$ cat config.mk
export PLATFORM = sky130hd
export DESIGN_NAME = multicycle_ctrl
export DESIGN_NICKNAME = d
export VERILOG_FILES = /design/src/rtl/multicycle_ctrl.sv
export SDC_FILE = /design/constraint.sdc
export NUM_CORES = 1
export LEC_CHECK = 0
export BUFFER_PORTS_ARGS = -buffer_cell sky130_fd_sc_hd__clkbuf_2
export CAP_MARGIN = 15
export CORE_ASPECT_RATIO = 0.9
export CORE_MARGIN = 2
export CORE_UTILIZATION = 25
export DETAILED_ROUTE_END_ITERATION = 16
export MAX_ROUTING_LAYER = met4
export RECOVER_POWER = 25
export SLEW_MARGIN = 30
export SYNTH_ARGS = -nofsm -noshare
export SYNTH_HDL_FRONTEND = slang
export SYNTH_SLANG_ARGS = --single-unit
$ cat constraint.sdc
create_clock -name clk -period 3.7 [get_ports clk]
set_input_delay 0.555 -clock clk [delete_from_list [all_inputs] [get_ports clk]]
set_output_delay 0.555 -clock clk [all_outputs]
set_load 0.02 [all_outputs]
$ cat src/rtl/multicycle_ctrl.sv
// -----------------------------------------------------------------------------
// multicycle_ctrl
//   Moore-style control FSM for a multi-cycle RV32I datapath. The FSM walks
//   FETCH -> DECODE -> (per-class execute/memory states) -> write-back and back
//   to FETCH. It drives datapath muxes, memory strobes and register-file
//   writes. It also flags undecodable opcodes and reserved branch funct3 codes.
//
// Ports
//   clk          in   1   sole clock, rising edge
//   rst          in   1   asynchronous active-high reset (outputs forced to 0)
//   instr        in  32   IR contents (op=[6:0], funct3=[14:12], funct7b5=[30])
//   mem_ready    in   1   memory access complete (FETCH/MEMREAD/MEMWRITE only)
//   zero/lt/ltu  in   1   ALU compare flags used in BRANCH
//   PCWrite, AdrSrc, MemRead, MemWrite, IRWrite, RegWrite   out 1
//   illegal      out  1   undecodable op (DECODE) or reserved branch funct3
//   instr_done   out  1   one-cycle pulse in the final state of an instruction
//   ResultSrc    out  2   00 ALUOut, 01 Data, 10 ALUResult
//   ALUSrcA      out  2   00 PC, 01 OldPC, 10 rs1, 11 zero
//   ALUSrcB      out  2   00 rs2, 01 ImmOp, 10 const 4
//   ALUOp        out  2   00 add, 01 compare, 10 funct-decoded
//   IMMSrc       out  3   000 I, 001 S, 010 B, 011 U, 100 J, 101 shamt
//   state        out  4   current FSM state (debug)
//
// Configuration
//   SHAMT_IMM_EN  when defined, OP-IMM shifts (funct3 001/101) select the
//                 shamt immediate format (IMMSrc=101) instead of I (000).
// -----------------------------------------------------------------------------
module multicycle_ctrl (
  input  logic        clk,
  input  logic        rst,
  input  logic [31:0] instr,
  input  logic        mem_ready,
  input  logic        zero,
  input  logic        lt,
  input  logic        ltu,
  output logic        PCWrite,
  output logic        AdrSrc,
  output logic        MemRead,
  output logic        MemWrite,
  output logic        IRWrite,
  output logic        RegWrite,
  output logic        illegal,
  output logic        instr_done,
  output logic [1:0]  ResultSrc,
  output logic [1:0]  ALUSrcA,
  output logic [1:0]  ALUSrcB,
  output logic [1:0]  ALUOp,
  output logic [2:0]  IMMSrc,
  output logic [3:0]  state
);

  // State encodings.
  localparam logic [3:0] S_FETCH    = 4'd0;
  localparam logic [3:0] S_DECODE   = 4'd1;
  localparam logic [3:0] S_MEMADR   = 4'd2;
  localparam logic [3:0] S_MEMREAD  = 4'd3;
  localparam logic [3:0] S_MEMWB    = 4'd4;
  localparam logic [3:0] S_MEMWRITE = 4'd5;
  localparam logic [3:0] S_EXECR    = 4'd6;
  localparam logic [3:0] S_EXECI    = 4'd7;
  localparam logic [3:0] S_ALUWB    = 4'd8;
  localparam logic [3:0] S_BRANCH   = 4'd9;
  localparam logic [3:0] S_JAL      = 4'd10;
  localparam logic [3:0] S_UPPER    = 4'd11;
  localparam logic [3:0] S_JALR     = 4'd12;

  // RV32I base opcodes.
  localparam logic [6:0] OP_LOAD   = 7'b0000011;
  localparam logic [6:0] OP_STORE  = 7'b0100011;
  localparam logic [6:0] OP_REG    = 7'b0110011;
  localparam logic [6:0] OP_IMM    = 7'b0010011;
  localparam logic [6:0] OP_BRANCH = 7'b1100011;
  localparam logic [6:0] OP_JAL    = 7'b1101111;
  localparam logic [6:0] OP_JALR   = 7'b1100111;
  localparam logic [6:0] OP_LUI    = 7'b0110111;
  localparam logic [6:0] OP_AUIPC  = 7'b0010111;

  // Immediate format selects.
  localparam logic [2:0] IMM_I     = 3'b000;
  localparam logic [2:0] IMM_S     = 3'b001;
  localparam logic [2:0] IMM_B     = 3'b010;
  localparam logic [2:0] IMM_U     = 3'b011;
  localparam logic [2:0] IMM_J     = 3'b100;
  localparam logic [2:0] IMM_SHAMT = 3'b101;

  // Mux select encodings.
  localparam logic [1:0] RES_ALUOUT = 2'b00;
  localparam logic [1:0] RES_DATA   = 2'b01;
  localparam logic [1:0] RES_ALURES = 2'b10;
  localparam logic [1:0] A_PC       = 2'b00;
  localparam logic [1:0] A_OLDPC    = 2'b01;
  localparam logic [1:0] A_RS1      = 2'b10;
  localparam logic [1:0] A_ZERO     = 2'b11;
  localparam logic [1:0] B_RS2      = 2'b00;
  localparam logic [1:0] B_IMM      = 2'b01;
  localparam logic [1:0] B_FOUR     = 2'b10;
  localparam logic [1:0] ALU_ADD    = 2'b00;
  localparam logic [1:0] ALU_CMP    = 2'b01;
  localparam logic [1:0] ALU_FUNCT  = 2'b10;

  logic [3:0] state_q;
  logic [3:0] state_d;
  logic [6:0] op;
  logic [2:0] funct3;
  logic       funct7b5;

  // Fields not used by control are folded here so they read as intentionally
  // unused. funct7b5 is carried for ALU decode done elsewhere.
  logic unused_instr_bits;

  logic [3:0] dec_target;
  logic       dec_illegal;
  logic [2:0] imm_sel;
  logic       br_taken;
  logic       br_bad;

  assign op                = instr[6:0];
  assign funct3            = instr[14:12];
  assign funct7b5          = instr[30];
  assign unused_instr_bits = ^{instr[31], funct7b5, instr[29:15], instr[11:7]};
  assign state             = state_q;

  // ---------------------------------------------------------------------------
  // DECODE dispatch: target state and legality of the opcode.
  // ---------------------------------------------------------------------------
  always_comb begin
    dec_target  = S_FETCH;
    dec_illegal = 1'b0;
    case (op)
      OP_LOAD, OP_STORE: dec_target = S_MEMADR;
      OP_REG:            dec_target = S_EXECR;
      OP_IMM:            dec_target = S_EXECI;
      OP_BRANCH:         dec_target = S_BRANCH;
      OP_JAL:            dec_target = S_JAL;
      OP_JALR:           dec_target = S_JALR;
      OP_LUI, OP_AUIPC:  dec_target = S_UPPER;
      default:           dec_illegal = 1'b1;
    endcase
  end

  // ---------------------------------------------------------------------------
  // Immediate format, decoded from the opcode.
  // ---------------------------------------------------------------------------
  always_comb begin
    imm_sel = IMM_I;
    case (op)
      OP_STORE:         imm_sel = IMM_S;
      OP_BRANCH:        imm_sel = IMM_B;
      OP_LUI, OP_AUIPC: imm_sel = IMM_U;
      OP_JAL:           imm_sel = IMM_J;
`ifdef SHAMT_IMM_EN
      OP_IMM:           if (funct3 == 3'b001 || funct3 == 3'b101) imm_sel = IMM_SHAMT;
`endif
      default:          imm_sel = IMM_I;
    endcase
  end

  // ---------------------------------------------------------------------------
  // Branch condition from ALU flags; funct3 010/011 are reserved.
  // ---------------------------------------------------------------------------
  always_comb begin
    br_taken = 1'b0;
    br_bad   = 1'b0;
    case (funct3)
      3'b000:  br_taken = zero;
      3'b001:  br_taken = ~zero;
      3'b100:  br_taken = lt;
      3'b101:  br_taken = ~lt;
      3'b110:  br_taken = ltu;
      3'b111:  br_taken = ~ltu;
      default: br_bad   = 1'b1;
    endcase
  end

  // ---------------------------------------------------------------------------
  // Next-state logic. Unused codes 13-15 fall back to FETCH.
  // ---------------------------------------------------------------------------
  always_comb begin
    state_d = S_FETCH;
    case (state_q)
      S_FETCH:    state_d = mem_ready ? S_DECODE : S_FETCH;
      S_DECODE:   state_d = dec_target;
      S_MEMADR:   state_d = (op == OP_LOAD) ? S_MEMREAD : S_MEMWRITE;
      S_MEMREAD:  state_d = mem_ready ? S_MEMWB : S_MEMREAD;
      S_MEMWB:    state_d = S_FETCH;
      S_MEMWRITE: state_d = mem_ready ? S_FETCH : S_MEMWRITE;
      S_EXECR:    state_d = S_ALUWB;
      S_EXECI:    state_d = S_ALUWB;
      S_ALUWB:    state_d = S_FETCH;
      S_BRANCH:   state_d = S_FETCH;
      S_JALR:     state_d = S_JAL;
      S_JAL:      state_d = S_ALUWB;
      S_UPPER:    state_d = S_ALUWB;
      default:    state_d = S_FETCH;
    endcase
  end

  always_ff @(posedge clk or posedge rst) begin
    if (rst) state_q <= S_FETCH;
    else     state_q <= state_d;
  end

  // ---------------------------------------------------------------------------
  // Output decode. Everything defaults to 0. Reset gates the whole block so
  // input-dependent outputs such as IRWrite stay low while rst is held.
  // ---------------------------------------------------------------------------
  always_comb begin
    PCWrite    = 1'b0;
    AdrSrc     = 1'b0;
    MemRead    = 1'b0;
    MemWrite   = 1'b0;
    IRWrite    = 1'b0;
    RegWrite   = 1'b0;
    illegal    = 1'b0;
    instr_done = 1'b0;
    ResultSrc  = '0;
    ALUSrcA    = '0;
    ALUSrcB    = '0;
    ALUOp      = '0;
    IMMSrc     = '0;
    if (!rst) begin
      if (state_q != S_FETCH) IMMSrc = imm_sel;
      case (state_q)
        S_FETCH: begin
          MemRead   = 1'b1;
          ALUSrcA   = A_PC;
          ALUSrcB   = B_FOUR;
          ResultSrc = RES_ALURES;
          IRWrite   = mem_ready;
          PCWrite   = mem_ready;
        end
        S_DECODE: begin
          ALUSrcA = A_OLDPC;
          ALUSrcB = B_IMM;
          illegal = dec_illegal;
        end
        S_MEMADR: begin
          ALUSrcA = A_RS1;
          ALUSrcB = B_IMM;
        end
        S_MEMREAD: begin
          AdrSrc  = 1'b1;
          MemRead = 1'b1;
        end
        S_MEMWB: begin
          ResultSrc  = RES_DATA;
          RegWrite   = 1'b1;
          instr_done = 1'b1;
        end
        S_MEMWRITE: begin
          AdrSrc     = 1'b1;
          MemWrite   = 1'b1;
          instr_done = mem_ready;
        end
        S_EXECR: begin
          ALUSrcA = A_RS1;
          ALUSrcB = B_RS2;
          ALUOp   = ALU_FUNCT;
        end
        S_EXECI: begin
          ALUSrcA = A_RS1;
          ALUSrcB = B_IMM;
          ALUOp   = ALU_FUNCT;
        end
        S_ALUWB: begin
          ResultSrc  = RES_ALUOUT;
          RegWrite   = 1'b1;
          instr_done = 1'b1;
        end
        S_BRANCH: begin
          ALUSrcA    = A_RS1;
          ALUSrcB    = B_RS2;
          ALUOp      = ALU_CMP;
          ResultSrc  = RES_ALUOUT;
          PCWrite    = br_taken & ~br_bad;
          illegal    = br_bad;
          instr_done = ~br_bad;
        end
        S_JALR: begin
          ALUSrcA = A_RS1;
          ALUSrcB = B_IMM;
        end
        S_JAL: begin
          ALUSrcA   = A_OLDPC;
          ALUSrcB   = B_FOUR;
          ResultSrc = RES_ALUOUT;
          PCWrite   = 1'b1;
        end
        S_UPPER: begin
          ALUSrcB = B_IMM;
          ALUSrcA = (op == OP_LUI) ? A_ZERO : A_OLDPC;
        end
        default: ;
      endcase
    end
  end

  // ALUOp add encoding is the default value of ALUOp and needs no explicit arm.
  logic unused_alu_add;
  assign unused_alu_add = ^ALU_ADD;

endmodule

==> results.md <==
* Status: completed
* Clk_skew at 0.005181 ns
* # diodes at 0
* Synthesized instance count at between 100 and 150
* Worst setup EP type: output pin
* Crit-path max FO at 21
* Ys async rst share at 100.0%
* Die area at roughly 0.0036 mm2
* Final period util at 72.31%
* GR Util met1 at 18.45%
* Clock-pin transition on the worst setup and hold timing paths at 0.04 ns
* Vias at about 950
* Max cap viols at 0
* Min Tclk post-route at ~2.7 ns
* Peak supply drop at 42.64 uV
* Pleak at 0.4775 nW
* Share of cells above drive strength 1 at between 30% and 40%
* Cts hold-fix bufs at 0
* Vias in the first global route at a little over 900
* YS warnings at 0
* RSZ-0062 raised after global routing: no
* Final hold vios at 0
* Final #Nets at ~190
* Power per Cell Area at 204.9 mW/mm2
* WP data required at 3.14 ns
* Largest net degree at the start of global routing at 22
* Detailed-route DRC error count at 0
* Drt total wl at ~2.4 mm
* Initial Utilization at 25.90%
* Seq. cell area at about 100 um2
* Die H at 56.85 um
* Busiest layer in global routing: met2
* Syn Nets at 153
* CP startpoint kind: flip-flop
* Die W at between 60 and 70 um
* Cell Area, Synth at 775.7 um2
* First-pass GRT wire length at between 4 and 5 mm
* Clock root buffer: clkbuf_4
* First-pass DRT Iterations at 4
* Port Buffers at 38
* Final Non-Filler Cells at 190
* Pre-CTS WS at roughly 1.3 ns
* Post-synth top flop: dfrtp_1
* Cell row count at 19
* Multi-input logic area at 618.1 um2
* CTS tree: done
* Routing usage on met3 at between 3 and 4%
* Fillers at 340
* TNS Setup at 0 ns
* Yosys reg bits at 4
* Slew HR at 57.57%
* Final WS setup at 1.025 ns
* Routed Antenna Nets at 0
* Syn_area_per_cell at 6.746 um2
* Seq/Total Area, Yosys at 12.90%
* Register-to-register setup slack at 1.80 ns
* Met2 track demand over resource at between 20% and 30%
* Core area at 0.002995 mm2
* Count of cell types in the netlist at between 40 and 50
* Via-to-Cell Ratio at between 5 and 6
* # clock sinks at 4
* Post-DP HPWL at 1.839 mm
* Crit Path Category: reg -> out
* Slew @ Worst Pin at roughly 0.64 ns
* Post-CTS setup buffers at 0
* Fin. max-slew vios at 0
* Clock Tree Buf Depth at 2
* Wire length per cell at ~13 um
* Overflow after GRT at 0
* Max reg flops at 4
* Post-cts sizing count at 0
* Total GRT Usage at 14.68%
* Syn-to-layout area delta at 29.35%
* Critical path arrival at 2.12 ns
* Antenna violations before repair at 0
* GP Congestion at 0.8605
* H-tree depth at 1
* Post-synth EDFFs at 0
* Fmax at 0.3738 GHz
* Initial DRC count at 39
* Count of final setup violators at 0
* Worst skew pair latency at 0.24 ns
* Ports at 61
* Placed Cells at around 190
* Worst hold path class: in -> async
* Inserted Clock Buffers at 3
## kinds of logic after synthesis
| kind of cell | after synthesis | share of synthesized area (%) |
|---|---|---|
| XOR/XNOR | 5 | 5.646 |
| buffers and inverters | 14 | 7.420 |
| AO/OA/AOI/OAI | 28 | 25.00 |
| flip-flops | 4 | 12.90 |
| AND/OR/NAND/NOR | 62 | 46.29 |
| multiplexers | 2 | 2.742 |
## worst max-delay path, stage by stage, from the launching register on
cell	delay, ns
dfrtp_1	0.74
inv_1	0.25
mux2_2	0.33
o32a_1	0.17
a31oi_1	0.19
clkbuf_2	0.20
## power breakdown
group	switching, mW	total, mW	internal (mW)	leakage, nW
Clock	0.0203	0.0567	0.0364	0.0138
Sequential	0.00999	0.0560	0.0460	0.0537
Combinational	0.0575	0.0929	0.0354	0.410
## layout make-up
| type | instances | area share (%) |
|---|---|---|
| Timing Repair Buffer | 38 | 18.70 |
| Inverter | 6 | 2.244 |
| Sequential cell | 4 | 9.975 |
| Tap cell | 42 | 5.237 |
| Clock buffer | 3 | 2.244 |
| Multi-Input combinational cell | 97 | 61.60 |
## cells in the mapped netlist, drive strengths merged (3+ instances only)
cell    count  area share, %
nor2       12            5.8
nand2      10            4.8
a21oi       8            5.2
buf         6            3.5
inv         6            2.9
nor3        6            3.9
nand3       5            3.2
dfrtp       4             13
nor2b       4            3.2
a211oi      3            2.9
and3        3            2.4
nand2b      3            2.4
nand3b      3            4.5
nor4        3            2.4
o21ai       3            1.9
xnor2       3            3.4
## per-layer routing
| layer | up-vias | part of all wire [%] |
|---|---|---|
| li1 | 497 | - |
| met4 | 0 | 1.2 |
| met2 | 28 | 45 |
| met1 | 425 | 48 |
| met5 | - | 0 |
| met3 | 4 | 5.7 |
## path summary, 6_finish.rpt
| kind | cells past startpoint | startpoint | endpoint |
|---|---|---|---|
| hold reg to reg | 2 | state[3] | state[3] |
| setup reg to reg | 4 | state[1] | state[1] |
| max in group asynchronous | 2 | rst | state[1] |
| min in group clk | 3 | instr[0] | state[3] |
| setup / recovery | 5 | state[1] | ALUSrcA[1] |
| hold / removal | 2 | rst | state[2] |
## placed cells by master (no fill, tap or decap), drive strengths merged, types with 3 or more instances in the layout
cell,n
inv,6
a211oi,3
nor3,6
and3,3
nand2,10
nand2b,3
nand3,5
clkbuf,41
xnor2,3
nor4,3
o21ai,3
nor2b,4
dfrtp,4
nor2,12
nand3b,3
a21oi,8
## through the flow
stage          hold WS (ns)  utilization [%]  total power [mW]  instance area, um2
5_1_grt              0.4633            33.50            0.2239                1003
4_1_cts              0.3202            33.58            0.2077                1006
3_3_place_gp         0.5715            32.83            0.1484               983.4
3_5_place_dp         0.5813            32.83            0.1497               983.4
6_report             0.3867            33.50            0.2056                1003
2_1_floorplan        0.5254                -            0.1153               775.7
Note: power is estimated with default switching activity, not from simulation.
